==> src/rtl/ddr3_pkg.sv <==
// Shared encodings for the DDR3 command responder: command codes, error causes
// and the {CS,RAS,CAS,WE} pin patterns.
package ddr3_pkg;

  localparam logic [3:0] CMD_NOP  = 4'd0;
  localparam logic [3:0] CMD_ACT  = 4'd1;
  localparam logic [3:0] CMD_RD   = 4'd2;
  localparam logic [3:0] CMD_WR   = 4'd3;
  localparam logic [3:0] CMD_PRE  = 4'd4;
  localparam logic [3:0] CMD_PREA = 4'd5;
  localparam logic [3:0] CMD_REF  = 4'd6;
  localparam logic [3:0] CMD_MRS  = 4'd7;
  localparam logic [3:0] CMD_ZQCL = 4'd8;

  localparam logic [2:0] ERR_NONE     = 3'd0;
  localparam logic [2:0] ERR_ACT_OPEN = 3'd1;
  localparam logic [2:0] ERR_CLOSED   = 3'd2;
  localparam logic [2:0] ERR_BUSY     = 3'd3;
  localparam logic [2:0] ERR_REF_OPEN = 3'd4;
  localparam logic [2:0] ERR_STROBE   = 3'd5;

  // {CS, RAS, CAS, WE}, all active low
  localparam logic [3:0] PAT_ACT  = 4'b0011;
  localparam logic [3:0] PAT_RD   = 4'b0101;
  localparam logic [3:0] PAT_WR   = 4'b0100;
  localparam logic [3:0] PAT_PRE  = 4'b0010;
  localparam logic [3:0] PAT_REF  = 4'b0001;
  localparam logic [3:0] PAT_MRS  = 4'b0000;
  localparam logic [3:0] PAT_ZQCL = 4'b0110;

endpackage

==> src/rtl/ddr3_bank_tracker.sv <==
// Per-bank IDLE/OPEN state and open row for 8 banks; handles ACT, PRE, PREA
// and auto-precharge. Callers only assert enables for already-legal commands.
module ddr3_bank_tracker (
  input  logic        CLK,
  input  logic        RESET,
  input  logic        act_en,
  input  logic        pre_en,
  input  logic        prea_en,
  input  logic        ap_en,
  input  logic [2:0]  ba,
  input  logic [14:0] row,
  output logic [7:0]  bank_open,
  output logic [14:0] open_row
);

  logic [7:0]  open_q, open_d;
  logic [14:0] row_q [8];
  logic [14:0] row_d [8];

  always_comb begin
    // NOTE: every output of this block is given a default first, so no path can infer a latch.
    open_d = open_q;
    row_d  = row_q;
    if (act_en) begin
      open_d[ba] = 1'b1;
      row_d[ba]  = row;
    end
    if (pre_en || ap_en) open_d[ba] = 1'b0;
    if (prea_en)         open_d     = '0;
  end

  always_ff @(posedge CLK or posedge RESET) begin
    // NOTE: state registers use non-blocking assignments so all flops update from pre-edge values.
    if (RESET) begin
      open_q <= '0;
      for (int i = 0; i < 8; i++) row_q[i] <= '0;
    end else begin
      open_q <= open_d;
      row_q  <= row_d;
    end
  end

  assign bank_open = open_q;
  assign open_row  = row_q[ba];

endmodule

==> src/rtl/ddr3_cmd_responder.sv <==
// Memory-side DDR3 responder: command decode and legality checks, refresh timer,
// CWL write / CL read pipelines and a small byte-maskable backing array.
module ddr3_cmd_responder
  import ddr3_pkg::*;
#(
  parameter int CL        = 5,
  parameter int CWL       = 4,
  parameter int TRFC      = 8,
  parameter int COL_IDX_W = 3
) (
  input  logic        CLK,
  input  logic        RESET,
  input  logic        CKE,
  input  logic        CS,
  input  logic        RAS,
  input  logic        CAS,
  input  logic        WE,
  input  logic [2:0]  BA,
  input  logic [14:0] Addr,
  input  logic [15:0] DQ_in,
  input  logic        LDQS,
  input  logic        UDQS,
  input  logic        LDM,
  input  logic        UDM,
  output logic [15:0] DQ_rd,
  output logic        DQ_rd_valid,
  output logic [3:0]  cmd_code,
  output logic [7:0]  bank_open,
  output logic        busy,
  output logic        err,
  output logic [2:0]  err_code
);

  localparam int IDX_W  = 3 + COL_IDX_W;
  localparam int DEPTH  = 1 << IDX_W;
  localparam int BUSY_W = $clog2(TRFC + 1);

  logic [3:0]        cmd;
  logic [IDX_W-1:0]  cmd_idx;
  logic              act_en, pre_en, prea_en, ap_en, rd_acc, wr_acc, ref_acc;
  logic [2:0]        cmd_err;
  logic [14:0]       open_row;

  logic [3:0]        cmd_code_q, cmd_code_d;
  logic [BUSY_W-1:0] busy_cnt_q, busy_cnt_d;
  logic              err_q, err_d;
  logic [2:0]        err_code_q, err_code_d;
  logic [CWL-1:0]    wr_vld_q, wr_vld_d;
  logic [IDX_W-1:0]  wr_idx_q [CWL];
  logic [IDX_W-1:0]  wr_idx_d [CWL];
  logic [CL-1:0]     rd_vld_q, rd_vld_d;
  logic [IDX_W-1:0]  rd_idx_q [CL];
  logic [IDX_W-1:0]  rd_idx_d [CL];
  logic [15:0]       dq_rd_q, dq_rd_d;
  logic              dq_rd_valid_q;
  logic [15:0]       mem_q [DEPTH];

  logic              wr_commit, lo_we, hi_we, strobe_err;
  logic [IDX_W-1:0]  wr_idx, rd_idx;

  assign cmd_idx = {BA, Addr[COL_IDX_W-1:0]};

  always_comb begin
    cmd = CMD_NOP;
    if (CKE) begin
      unique case ({CS, RAS, CAS, WE})
        PAT_ACT:  cmd = CMD_ACT;
        PAT_RD:   cmd = CMD_RD;
        PAT_WR:   cmd = CMD_WR;
        PAT_PRE:  cmd = Addr[10] ? CMD_PREA : CMD_PRE;
        PAT_REF:  cmd = CMD_REF;
        PAT_MRS:  cmd = CMD_MRS;
        PAT_ZQCL: cmd = Addr[10] ? CMD_ZQCL : CMD_NOP;
        default:  cmd = CMD_NOP;
      endcase
    end
  end

  // Busy wins over every other check; a rejected command has no side effects.
  always_comb begin
    act_en  = 1'b0;
    pre_en  = 1'b0;
    prea_en = 1'b0;
    rd_acc  = 1'b0;
    wr_acc  = 1'b0;
    ref_acc = 1'b0;
    cmd_err = ERR_NONE;
    if (cmd != CMD_NOP) begin
      if (busy_cnt_q != '0) begin
        cmd_err = ERR_BUSY;
      end else begin
        unique case (cmd)
          CMD_ACT:  if (bank_open[BA]) cmd_err = ERR_ACT_OPEN; else act_en = 1'b1;
          CMD_RD:   if (!bank_open[BA]) cmd_err = ERR_CLOSED; else rd_acc = 1'b1;
          CMD_WR:   if (!bank_open[BA]) cmd_err = ERR_CLOSED; else wr_acc = 1'b1;
          CMD_PRE:  pre_en  = 1'b1;
          CMD_PREA: prea_en = 1'b1;
          CMD_REF:  if (|bank_open) cmd_err = ERR_REF_OPEN; else ref_acc = 1'b1;
          default:  if (|bank_open) cmd_err = ERR_REF_OPEN;
        endcase
      end
    end
  end

  assign ap_en = (rd_acc || wr_acc) && Addr[10];

  ddr3_bank_tracker u_banks (
    .CLK       (CLK),
    .RESET     (RESET),
    .act_en    (act_en),
    .pre_en    (pre_en),
    .prea_en   (prea_en),
    .ap_en     (ap_en),
    .ba        (BA),
    .row       (Addr),
    .bank_open (bank_open),
    .open_row  (open_row)
  );

  // The open row is tracked for debug visibility only; nothing here consumes it.
  logic unused_open_row;
  assign unused_open_row = ^open_row;

  assign wr_commit  = wr_vld_q[CWL-1];
  assign wr_idx     = wr_idx_q[CWL-1];
  assign rd_idx     = rd_idx_q[CL-1];
  assign lo_we      = wr_commit && !LDM && LDQS;
  assign hi_we      = wr_commit && !UDM && UDQS;
  assign strobe_err = wr_commit && ((!LDM && !LDQS) || (!UDM && !UDQS));

  always_comb begin
    cmd_code_d = cmd;
    err_d      = (cmd_err != ERR_NONE) || strobe_err;
    err_code_d = err_code_q;
    if (cmd_err != ERR_NONE) err_code_d = cmd_err;
    else if (strobe_err)     err_code_d = ERR_STROBE;

    busy_cnt_d = busy_cnt_q;
    if (ref_acc)                busy_cnt_d = BUSY_W'(TRFC);
    else if (busy_cnt_q != '0)  busy_cnt_d = busy_cnt_q - BUSY_W'(1);

    wr_vld_d[0] = wr_acc;
    wr_idx_d[0] = cmd_idx;
    for (int i = 1; i < CWL; i++) begin
      wr_vld_d[i] = wr_vld_q[i-1];
      wr_idx_d[i] = wr_idx_q[i-1];
    end
    rd_vld_d[0] = rd_acc;
    rd_idx_d[0] = cmd_idx;
    for (int i = 1; i < CL; i++) begin
      rd_vld_d[i] = rd_vld_q[i-1];
      rd_idx_d[i] = rd_idx_q[i-1];
    end

    // A write committing to the fetched word this edge is forwarded byte by byte.
    dq_rd_d = '0;
    if (rd_vld_q[CL-1]) begin
      dq_rd_d = mem_q[rd_idx];
      if (wr_idx == rd_idx) begin
        if (lo_we) dq_rd_d[7:0]  = DQ_in[7:0];
        if (hi_we) dq_rd_d[15:8] = DQ_in[15:8];
      end
    end
  end

  always_ff @(posedge CLK or posedge RESET) begin
    if (RESET) begin
      cmd_code_q    <= CMD_NOP;
      busy_cnt_q    <= '0;
      err_q         <= 1'b0;
      err_code_q    <= ERR_NONE;
      wr_vld_q      <= '0;
      rd_vld_q      <= '0;
      dq_rd_q       <= '0;
      dq_rd_valid_q <= 1'b0;
      for (int i = 0; i < CWL; i++) wr_idx_q[i] <= '0;
      for (int i = 0; i < CL; i++)  rd_idx_q[i] <= '0;
    end else begin
      cmd_code_q    <= cmd_code_d;
      busy_cnt_q    <= busy_cnt_d;
      err_q         <= err_d;
      err_code_q    <= err_code_d;
      wr_vld_q      <= wr_vld_d;
      wr_idx_q      <= wr_idx_d;
      rd_vld_q      <= rd_vld_d;
      rd_idx_q      <= rd_idx_d;
      dq_rd_q       <= dq_rd_d;
      dq_rd_valid_q <= rd_vld_q[CL-1];
    end
  end

  // NOTE: the storage array has no reset; clearing it would need a per-word reset network and its contents are undefined until written anyway.
  always_ff @(posedge CLK) begin
    if (lo_we) mem_q[wr_idx][7:0]  <= DQ_in[7:0];
    if (hi_we) mem_q[wr_idx][15:8] <= DQ_in[15:8];
  end

  assign DQ_rd       = dq_rd_q;
  assign DQ_rd_valid = dq_rd_valid_q;
  assign cmd_code    = cmd_code_q;
  assign busy        = busy_cnt_q != '0;
  assign err         = err_q;
  assign err_code    = err_code_q;

endmodule

==> config.mk <==
export PLATFORM = sky130hd
export DESIGN_NAME = ddr3_cmd_responder
export DESIGN_NICKNAME = d
export VERILOG_FILES = /design/src/rtl/ddr3_pkg.sv /design/src/rtl/ddr3_bank_tracker.sv /design/src/rtl/ddr3_cmd_responder.sv
export SDC_FILE = /design/constraint.sdc
export NUM_CORES = 1
export LEC_CHECK = 0
export ABC_AREA = 1
export ABC_CLOCK_PERIOD_IN_PS = 2500
export CORE_MARGIN = 3
export CORE_UTILIZATION = 50
export CTS_BUF_LIST = sky130_fd_sc_hd__clkbuf_16
export CTS_CLUSTER_SIZE = 12
export DETAILED_ROUTE_END_ITERATION = 6
export GPL_ROUTABILITY_DRIVEN = 0
export MAX_ROUTING_LAYER = met4
export PLACE_DENSITY = 0.69
export SYNTH_ARGS = -nofsm -noshare
export SYNTH_HDL_FRONTEND = slang
export SYNTH_SLANG_ARGS = --single-unit
==> constraint.sdc <==
create_clock -name CLK -period 2.5 [get_ports CLK]
set_input_delay 0.375 -clock CLK [delete_from_list [all_inputs] [get_ports CLK]]
set_output_delay 0.375 -clock CLK [all_outputs]
set_load 0.02 [all_outputs]
==> out/metrics.csv <==
stage,metric,value,unit
sta,setup_tns,0,ps
cts,clk_latency,700,ps
worst_hold_path,hp-start,DQ_in[3],
layout,mostFrequentLayoutCell,nand2_1,
sta,slew_viol_final,0,
worst_setup_path,path_max_fanout,35,
layout,final_cell_mix,"nand2_1 (1427), edfxtp_1 (1024), nand3_1 (888), buf_4 (221), nor2_1 (178)",
routing,drtAntennaViolNets,0,
routing,drt-total-wl,109000,um
worst_setup_path,crit_type,flop to flop,
sta,tightestPinTransition,836,ps
cts,path_clk_slew,60,ps
routing,vias,29900,
routing,wl_per_cell,20.2,um
cts,tritoncts,built,
power,power_density,730,nW/um2
synth,synth_cell_type_count,29,
cts,clock_sinks,1100,
cts,ctsRootBufferMaster,clkbuf_16,
status,status,finished with violations,
floorplan,die_x,307,um
worst_setup_path,cp-startpoint,rd_idx[0],
worst_setup_path,critPathSlowestCell,dfrtp_4,
synth,synth_top_area_share,67.9,%
sta,finClkSkew,32.5,ps
sta,finalCriticalPeriod,2350,ps
sta,slew_headroom,44.3,%
sta,setup_viol,0,
cts,cts_max_path_buffers,3,
floorplan,core_area,89100,um2
global_routing,antenna_found_initial,2,
worst_setup_path,path_buf_inv,3,
floorplan,chipHeight,307,um
placed_design,portBuffers,67,
worst_setup_path,worstPathCellList,buf_4 -> buf_4 -> nand2_1 -> nand3_1 -> nand3_1 -> nand2_1 -> nand2_1 -> nand3_1 -> nand3_1 -> nand3_1 -> nand2_1 -> inv_1,
worst_setup_path,rrSetupSlack,150,ps
routing,drt_iter0_markers,2946,
worst_setup_path,rr_endpoint,DQ_rd[15],
worst_setup_path,critical_path.endpoint,DQ_rd[15],
worst_setup_path,cpPeakStageDelay,560,ps
job,drv_cap,0,
worst_setup_path,worstSetupPathDepth,12,
layout,fin_nets,4223,
synth,syn_nets,4016,
sta,fmax,426,MHz
cts,htreeDepth,3,
layout,fin_util,58.0,%
cts,cts_setup_buffers,0,
synth,synth_area_per_cell,11.4,um2
worst_setup_path,crit_family,simple AND/OR/NAND/NOR gates,
routing,first_pass_iters,7,
routing,drc,3,
worst_setup_path,crit_path_end_kind,flop,
worst_hold_path,min_path_type,input pin to flop,
sta,hold_viol,0,
power,p_leak,0.0195,uW
global_routing,grt_max_degree,141,
cts,cts_buffers,109,
synth,syn_inst,3969,
worst_setup_path,r2r_start,rd_idx[0],
floorplan,initial_core_util,50.9,%
worst_setup_path,required,3110,ps
global_routing,track_usage,23.9,%
placed_design,place_area,48500,um2
layout,areaGrowthSynthToFinish,14.1,%
power,ir_drop,0.000603,V
synth,ys_ff_latch,1100,
worst_setup_path,cpMostUsedCell,nand3_1,
worst_setup_path,startpoint_type,flop,
global_routing,grt_pass1_vias,28800,
synth,yosysSeqAreaShare,72.1,%
synth,synth_area,45300,um2
floorplan,ios,79,
synth,synth.largest_area_cell,edfxtp_1,
global_routing,grt_pass1_wl,168000,um
layout,final_cell_area,51700,um2
floorplan,rows,109,
sta,rsz0062_at_grt,no,
routing,vias_per_cell,5.52,
worst_setup_path,reg2regPathDepth,12,
layout,drive_above_1_share,10.1,%
synth,ys_warn_count,0,
synth,synth_area_leaders,"edfxtp_1 (68%), nand2_1 (12%), nand3_1 (9.8%)",
sta,timing.final.crit_share,93.9,%
worst_setup_path,arrival,2950,ps
status,failed_checks,DRC,
placed_design,hpwlAfterDp,68500,um
floorplan,die_area,94200,um2
global_routing,grt_overflow,0,
## power breakdown
part	internal, uW	leakage [uW]	switching, uW
Clock	8130	0.00175	6610
Sequential	20200	0.0102	104
Combinational	846	0.00761	1830
Total	29200	0.0195	8540
## worst min path at each step
stage / cells past startpoint / end / slack [ps]
2_1_floorplan: 0 / rd_idx_d[0] / 330
3_5_place_dp: 0 / rd_idx_d[4] / 330
6_report: 1 / mem_q[17][3] / 140
4_1_cts: 1 / mem_q[14][0] / 120
5_1_grt: 1 / mem_q[13][0] / 140
3_3_place_gp: 0 / rd_vld_q[4] / 330
## registers in the layout, indices dropped and copies added, names as in the netlist
register,cells
DQ_rd_valid,1
rd_idx,6
u_banks.bank_open,8
rd_idx_d,24
DQ_rd,16
wr_vld_q,4
err_code,3
mem_q,1024
busy_cnt_q,4
err,1
rd_vld_q,5
cmd_code,4
## per-layer routing
metal / global-route usage, % / routed length [um] / vias to the layer above
met5: - / 0 / -
met4: 8.05 / 3460 / 0
met3: 3.66 / 8350 / 208
met2: 38.0 / 52900 / 1187
met1: 31.7 / 44600 / 14300
li1: - / - / 14200
## synth_stat cells (all sizes together)
master and n:
clkinv 1, nand2 1428, dfrtp 76, o21bai 1, buf 209, clkbuf 31, nor2 179, nand3 888
nor4 2, xnor2 1, nor3 37, a21oi 12, edfxtp 1024, xor2 4, ha 2, nand4 4
inv 64, o21ai 3, a31oi 1, o22ai 2
## stage by stage
stage               power [uW]  hold slack (ps)  std cells  setup WS (ps)
global route             38900              142       5421           30.8
floorplan                22200              331       3969            187
CTS                      37900              122       5419            187
finish                   37700              144       5421            152
detailed placement       23400              335       5229            232
global placement         23300              333       5229            207
## what timing repair did
item / CTS / global route
resized for setup: 1 / 0
endpoints found under the hold margin: 11 / 0
endpoints found under the setup margin: 1 / 0
hold buffers: 1 / 0
## cell families after synthesis
family                   count (synthesis)  synth area share, %
AO/OA/AOI/OAI                           19                0.246
adder cells (fa/ha/maj)                  2               0.0552
XOR/XNOR                                 5               0.0967
flip-flops                            1100                 72.1
buffers and inverters                  305                 3.89
AND/OR/NAND/NOR                       2538                 23.6
## final cells by class
class | instances | area [um2]
clock buffer | 112 | 2800
antenna | 2 | 5.00
fill | 7107 | 37400
timing repair buffer | 336 | 3200
clock inverter | 77 | 403
sequential | 1100 | 32700
inverter | 65 | 272
multi-input combinational | 2564 | 10900
tap | 1165 | 1460
(Power assumes the default switching activity.)
